$ cat src/rtl/axis_rng_range_pkg.sv
// Shared definitions for the Lemire range reducer: state encoding, iteration
// count and the saturating reject-counter helper.
package axis_rng_range_pkg;

    localparam int unsigned ITER_COUNT = 32;
    localparam logic [5:0]  ITER_LAST  = 6'(ITER_COUNT - 1);

    typedef enum logic [1:0] {
        ST_IDLE = 2'd0,
        ST_DIV  = 2'd1,
        ST_MUL  = 2'd2,
        ST_OUT  = 2'd3
    } state_e;

    function automatic logic [15:0] sat_inc16(input logic [15:0] v);
        return (v == 16'hFFFF) ? v : v + 16'd1;
    endfunction

endpackage

$ cat src/rtl/axis_rng_range_if.sv
// AXI4-Stream style handshake bundle for 32-bit words.
interface axis_rng_range_if;
    logic [31:0] tdata;
    logic        tvalid;
    logic        tready;

    modport master (output tdata, output tvalid, input tready);
    modport slave  (input tdata, input tvalid, output tready);
endinterface

$ cat src/rtl/rng_shift_add_mul32.sv
// Iterative 32x32 -> 64 shift-add multiplier: operands captured on start_i,
// one partial product per cycle, done_o pulses when the product is final.
module rng_shift_add_mul32
    import axis_rng_range_pkg::*;
(
    input  logic        clk,
    input  logic        rst,
    input  logic        start_i,
    input  logic [31:0] a_i,
    input  logic [31:0] b_i,
    output logic        done_o,
    output logic [63:0] product_o
);

    logic [63:0] acc_q;
    logic [63:0] mcand_q;
    logic [31:0] mplier_q;
    logic [5:0]  cnt_q;
    logic        run_q;
    logic        done_q;
    logic [63:0] acc_d;

    // Conditional add of the shifted multiplicand for the current multiplier bit
    always_comb begin
        acc_d = acc_q;
        if (mplier_q[0]) begin
            acc_d = acc_q + mcand_q;
        end else begin
            acc_d = acc_q;
        end
    end

    // Operand capture and iteration sequencing
    always_ff @(posedge clk or posedge rst) begin
        if (rst) begin
            acc_q    <= 64'd0;
            mcand_q  <= 64'd0;
            mplier_q <= 32'd0;
            cnt_q    <= 6'd0;
            run_q    <= 1'b0;
            done_q   <= 1'b0;
        end else if (start_i) begin
            acc_q    <= 64'd0;
            mcand_q  <= {32'd0, a_i};
            mplier_q <= b_i;
            cnt_q    <= 6'd0;
            run_q    <= 1'b1;
            done_q   <= 1'b0;
        end else if (run_q) begin
            acc_q    <= acc_d;
            mcand_q  <= mcand_q << 1;
            mplier_q <= mplier_q >> 1;
            cnt_q    <= cnt_q + 6'd1;
            if (cnt_q == ITER_LAST) begin
                run_q  <= 1'b0;
                done_q <= 1'b1;
            end else begin
                done_q <= 1'b0;
            end
        end else begin
            done_q <= 1'b0;
        end
    end

    assign done_o    = done_q;
    assign product_o = acc_q;

endmodule

$ cat src/rtl/axis_rng_range.sv
// Unbiased reduction of uniform 32-bit words into [0, N) using Lemire's
// multiply-and-reject method; N = 0 passes words through unchanged.
module axis_rng_range
    import axis_rng_range_pkg::*;
(
    input  logic                    clk,
    input  logic                    rst,
    axis_rng_range_if.slave         input_axis,
    axis_rng_range_if.master        output_axis,
    input  logic [31:0]             range_val,
    input  logic                    range_load,
    output logic                    busy,
    output logic [15:0]             reject_count
);

    state_e      state_q;
    logic [31:0] n_q;
    logic [31:0] t_q;
    logic [31:0] rem_q;
    logic [31:0] dvd_q;
    logic [5:0]  div_cnt_q;
    logic [31:0] tdata_q;
    logic        tvalid_q;
    logic        busy_q;
    logic [15:0] rej_q;

    logic        in_ready_s;
    logic        mul_start_s;
    logic        mul_done_s;
    logic [63:0] mul_product_s;
    logic [32:0] rem_shift_s;
    logic [31:0] rem_d;
    logic        accept_s;

    assign in_ready_s  = (state_q == ST_IDLE) && !range_load;
    assign mul_start_s = in_ready_s && input_axis.tvalid && (n_q != 32'd0);
    assign accept_s    = (mul_product_s[31:0] >= t_q);

    // One restoring-division step; the remainder always fits in 32 bits
    // because it stays below N.
    always_comb begin
        rem_shift_s = {rem_q, dvd_q[31]};
        rem_d       = rem_shift_s[31:0];
        if (rem_shift_s >= {1'b0, n_q}) begin
            rem_d = 32'(rem_shift_s - {1'b0, n_q});
        end else begin
            rem_d = rem_shift_s[31:0];
        end
    end

    rng_shift_add_mul32 u_mul (
        .clk       (clk),
        .rst       (rst),
        .start_i   (mul_start_s),
        .a_i       (input_axis.tdata),
        .b_i       (n_q),
        .done_o    (mul_done_s),
        .product_o (mul_product_s)
    );

    // Control FSM with all datapath and output registers
    always_ff @(posedge clk or posedge rst) begin
        if (rst) begin
            state_q   <= ST_IDLE;
            n_q       <= 32'd0;
            t_q       <= 32'd0;
            rem_q     <= 32'd0;
            dvd_q     <= 32'd0;
            div_cnt_q <= 6'd0;
            tdata_q   <= 32'd0;
            tvalid_q  <= 1'b0;
            busy_q    <= 1'b0;
            rej_q     <= 16'd0;
        end else begin
            case (state_q)
                ST_IDLE: begin
                    if (range_load) begin
                        n_q       <= range_val;
                        rej_q     <= 16'd0;
                        rem_q     <= 32'd0;
                        dvd_q     <= 32'd0 - range_val;
                        div_cnt_q <= 6'd0;
                        busy_q    <= 1'b1;
                        state_q   <= ST_DIV;
                    end else if (input_axis.tvalid) begin
                        if (n_q == 32'd0) begin
                            tdata_q  <= input_axis.tdata;
                            tvalid_q <= 1'b1;
                            state_q  <= ST_OUT;
                        end else begin
                            state_q  <= ST_MUL;
                        end
                    end
                end
                ST_DIV: begin
                    rem_q     <= rem_d;
                    dvd_q     <= dvd_q << 1;
                    div_cnt_q <= div_cnt_q + 6'd1;
                    if (div_cnt_q == ITER_LAST) begin
                        // Divide-by-zero remainder is meaningless; N = 0 never rejects
                        t_q     <= (n_q == 32'd0) ? 32'd0 : rem_d;
                        busy_q  <= 1'b0;
                        state_q <= ST_IDLE;
                    end
                end
                ST_MUL: begin
                    if (mul_done_s) begin
                        if (accept_s) begin
                            tdata_q  <= mul_product_s[63:32];
                            tvalid_q <= 1'b1;
                            state_q  <= ST_OUT;
                        end else begin
                            rej_q    <= sat_inc16(rej_q);
                            state_q  <= ST_IDLE;
                        end
                    end
                end
                ST_OUT: begin
                    if (output_axis.tready) begin
                        tvalid_q <= 1'b0;
                        state_q  <= ST_IDLE;
                    end
                end
                default: begin
                    state_q <= ST_IDLE;
                end
            endcase
        end
    end

    assign input_axis.tready  = in_ready_s;
    assign output_axis.tdata  = tdata_q;
    assign output_axis.tvalid = tvalid_q;
    assign busy               = busy_q;
    assign reject_count       = rej_q;

endmodule
$ cat src/flat_wrapper.sv
// flat-port wrapper written by rule: the top's interface ports become plain ports
module axis_rng_range_flat import axis_rng_range_pkg::*;
  (clk, rst, range_val, range_load, busy, reject_count, input_axis_tdata, input_axis_tvalid, input_axis_tready, output_axis_tdata, output_axis_tvalid, output_axis_tready);
  axis_rng_range_if input_axis_i ();
  axis_rng_range_if output_axis_i ();
  input  logic clk;
  input  logic rst;
  input  logic [31:0] range_val;
  input  logic range_load;
  output logic busy;
  output logic [15:0] reject_count;
  input wire logic [$bits(input_axis_i.tdata)-1:0] input_axis_tdata;
  input wire logic [$bits(input_axis_i.tvalid)-1:0] input_axis_tvalid;
  output wire logic [$bits(input_axis_i.tready)-1:0] input_axis_tready;
  output wire logic [$bits(output_axis_i.tdata)-1:0] output_axis_tdata;
  output wire logic [$bits(output_axis_i.tvalid)-1:0] output_axis_tvalid;
  input wire logic [$bits(output_axis_i.tready)-1:0] output_axis_tready;
  assign input_axis_i.tdata = input_axis_tdata;
  assign input_axis_i.tvalid = input_axis_tvalid;
  assign input_axis_tready = input_axis_i.tready;
  assign output_axis_tdata = output_axis_i.tdata;
  assign output_axis_tvalid = output_axis_i.tvalid;
  assign output_axis_i.tready = output_axis_tready;
  axis_rng_range u_core (.clk(clk), .rst(rst), .input_axis(input_axis_i), .output_axis(output_axis_i), .range_val(range_val), .range_load(range_load), .busy(busy), .reject_count(reject_count));
endmodule
$ cat config.mk
export PLATFORM = sky130hd
export DESIGN_NAME = axis_rng_range_flat
export DESIGN_NICKNAME = d
export VERILOG_FILES = /design/src/rtl/axis_rng_range_pkg.sv /design/src/rtl/axis_rng_range_if.sv /design/src/rtl/rng_shift_add_mul32.sv /design/src/rtl/axis_rng_range.sv /design/src/flat_wrapper.sv
export SDC_FILE = /design/constraint.sdc
export NUM_CORES = 1
export LEC_CHECK = 0
export ABC_AREA = 1
export CORE_MARGIN = 8
export CORE_UTILIZATION = 39
export DETAILED_ROUTE_END_ITERATION = 16
export GPL_TIMING_DRIVEN = 1
export SKIP_CTS_REPAIR_TIMING = 1
export SLEW_MARGIN = 20
export SYNTH_ARGS = -nofsm -noshare
export SYNTH_HDL_FRONTEND = slang
export SYNTH_SLANG_ARGS = --single-unit
$ cat constraint.sdc
create_clock -name clk -period 23.8 [get_ports clk]
set_input_delay 3.57 -clock clk [delete_from_list [all_inputs] [get_ports clk]]
set_output_delay 3.57 -clock clk [all_outputs]
set_load 0.05 [all_outputs]
==> key figures <==
Die
  • Die Ht: 268.0 um
  • Core area: 62970 sq um
  • I/O pin count: 120
  • Number of cell rows: 92
  • Initial Util: 0.3934
  • Die area: 71830 sq um
  • Die width: 268.0 um

Hold path
  • Cells on Worst Hold Path: 2
  • Worst hold endpoint: u_core.output_axis.tdata[3]$_DFFE_PP0P_
  • Worst Hold Class: flip-flop to flip-flop
  • Hold path startpoint: u_core.output_axis.tdata[3]$_DFFE_PP0P_

Finish
  • Final Core Density: 0.4453
  • # diodes: 0
  • Fin area: 28040 sq um
  • Layout area overhead: 13.19%
  • Final net count: 3962
  • Final Non-Filler Cells: 4640
  • Most frequent cells in the layout: 1332 x nand2_1, 487 x inv_1, 353 x dfrtp_1
  • Most common library cell in the layout ignoring fill and taps: nand2_1
  • Layout cells sized above 1: 0.04323

Timing
  • WHS: 0.4675 ns
  • Final Max Tran Viols: 0
  • Clock skew: 0.04039 ns
  • Worst rel slew slack: 0.3460
  • RSZ-0062 raised after global routing: no
  • Fmax: 0.1168 GHz
  • Final Hold Fails: 0
  • Worst-margin pin slew: 0.9810 ns
  • Setup slack after layout: 15.24 ns
  • Period utilization: 0.3598
  • Setup TNS: 0 ns
  • # setup viols final: 0
  • Fin crit period: 8.564 ns

Pwr
  • Maximum vdd ir drop: 0.06754 mV
  • P per Cell Area: 150.7 nW/um^2
  • Pwr Total: 4.224 mW
  • Cell leakage power: 14.59 nW

Synth
  • Area share of the leading cell type in the synthesized netlist: 0.3576
  • Synth Warn #: 0
  • Synth area leaders: dfrtp_1 36%, nand2_1 20%, inv_1 7.4%, ha_1 6.6%, nand3_1 6.3%
  • Sequential fraction of the synthesis area: 0.3576
  • Asr flop ratio synth: 1.000
  • Yosys reg bits: 354
  • EDFF count, synth: 0
  • Synthesized area: 24770 sq um
  • Syn nets: 3896
  • Main synth FF type: dfrtp_1
  • Syn Area/Cell: 6.705 sq um
  • Synth area leader: dfrtp_1
  • Distinct cells, synth: 51
  • Cell count after synthesis: 3694

Setup path
  • Reg2reg path depth: 10
  • Critical Path AT: 4.99 ns
  • Worst Setup Path Type: input pin to primary output
  • Crit path max fanout: 3
  • Worst Path Required: 20.23 ns
  • CP Launch Type: input pin
  • R2R setup slack: 20.23 ns
  • R2R Path End: u_core.u_mul.product_o[62]$_DFFE_PP0P_
  • Critical R2R Launch: u_core.n_q[28]$_DFFE_PP0P_
  • Endpoint type of the worst setup path: primary output

CTS
  • Clk_lat worst skew: 0.60 ns
  • Htree depth: 2
  • CTS tree: done
  • Clock transition at path regs: 0.05 ns
  • Num CTS Buffers: 44
  • Clock tree sinks: 354
  • Clock buffer depth: 3
  • Root buffer cell: clkbuf_16

Routing
  • Via count: 23.65k
  • Via density: 5.098
  • Avg WL per Cell: 16.78 um
  • Final ANT Viol Nets: 0
  • Pre-Repair DR Iteration Count: 6
  • DRC Markers: 0
  • Detailed router's first-iteration violation count: 1975
  • Drt total wl: 77870 um

Place
  • Gpl congestion: 0.9800
  • Placed Area: 26580 sq um
  • PortBufs: 119
  • Post-detail-place hpwl: 59850 um
  • Pre-CTS setup slack: 15.22 ns
  • Placed insts: 4560

GRT
  • GRT Util Overall: 0.2147
  • Remaining Overflow, GRT: 0
  • Largest net degree at the start of global routing: 109
  • First-pass GRT wire length: 124200 um
  • Vias in the first global route: 21.88k
  • Antenna violations before repair: 0

Run status
  • Status: finished, final reports clean

Job
  • Max cap viols: 0
==> registers in the layout, summed over array words and instances, names as in the netlist, 2 cells and up <==
signal                    flops
u_core.u_mul.product_o       64
u_core.u_mul.mplier_q        32
u_core.reject_count          16
u_core.n_q                   32
u_core.output_axis.tdata     32
u_core.rem_q                 32
u_core.u_mul.cnt_q            6
u_core.div_cnt_q              6
u_core.u_mul.mcand_q         64
u_core.state_q                2
u_core.dvd_q                 32
u_core.t_q                   32
==> worst max-delay path, stage by stage <==
cell,delay [ns]
clkdlybuf4s50_1,0.47
nor2_4,0.14
clkdlybuf4s50_1,0.81
==> worst max-delay path by stage <==
stage,from,endpoint,cells after the start
floorplan,rst,u_core.busy$_DFFE_PP0P_,1
global placement,range_load,input_axis_tready,3
detailed placement,range_load,input_axis_tready,3
CTS,range_load,input_axis_tready,3
global route,range_load,input_axis_tready,3
finish,range_load,input_axis_tready,3
==> cells in the mapped netlist (all sizes together) (43+ instances only) <==
| library cell | number |
|---|---|
| ha | 131 |
| nand3 | 323 |
| clkbuf | 43 |
| inv | 507 |
| o21ai | 169 |
| nand2 | 1339 |
| o211ai | 45 |
| dfrtp | 354 |
| buf | 73 |
| nor2 | 273 |
| nand4 | 67 |
| a21oi | 153 |
==> cells by family (layout without fill, tap and decap cells) <==
logic type,Yosys count,in the layout,share of synthesized area
flops,354,354,0.3576
compound gates,437,437,0.1000
simple gates,2103,2103,0.3576
buf+inv,624,724,0.1017
fa+ha+maj,133,133,0.06779
xor+xnor,43,43,0.01520
==> metal layers <==
layer,part of all wire,GRT usage,vias to the layer above
met1,0.49,0.3229,10990
met5,0,0,-
met2,0.42,0.3211,595
met3,0.058,0.02470,109
met4,0.027,0.06215,0
li1,-,-,11960
==> where the power goes <==
part / switching, mW / internal, mW / total, mW
combinational: 1.70 / 0.811 / 2.51
clock: 0.285 / 0.393 / 0.677
sequential: 0.195 / 0.844 / 1.04
total: 2.18 / 2.05 / 4.22
==> cell type report <==
cell class / count / area (sq um)
inverter: 508 / 1918
tap: 846 / 1059
timing repair buffer: 136 / 1319
clock buffer: 61 / 1286
multi-input combinational: 2716 / 13420
sequential: 354 / 8862
clock inverter: 19 / 172.7
fill: 6644 / 34930
Power figures use the tool's default switching activity.
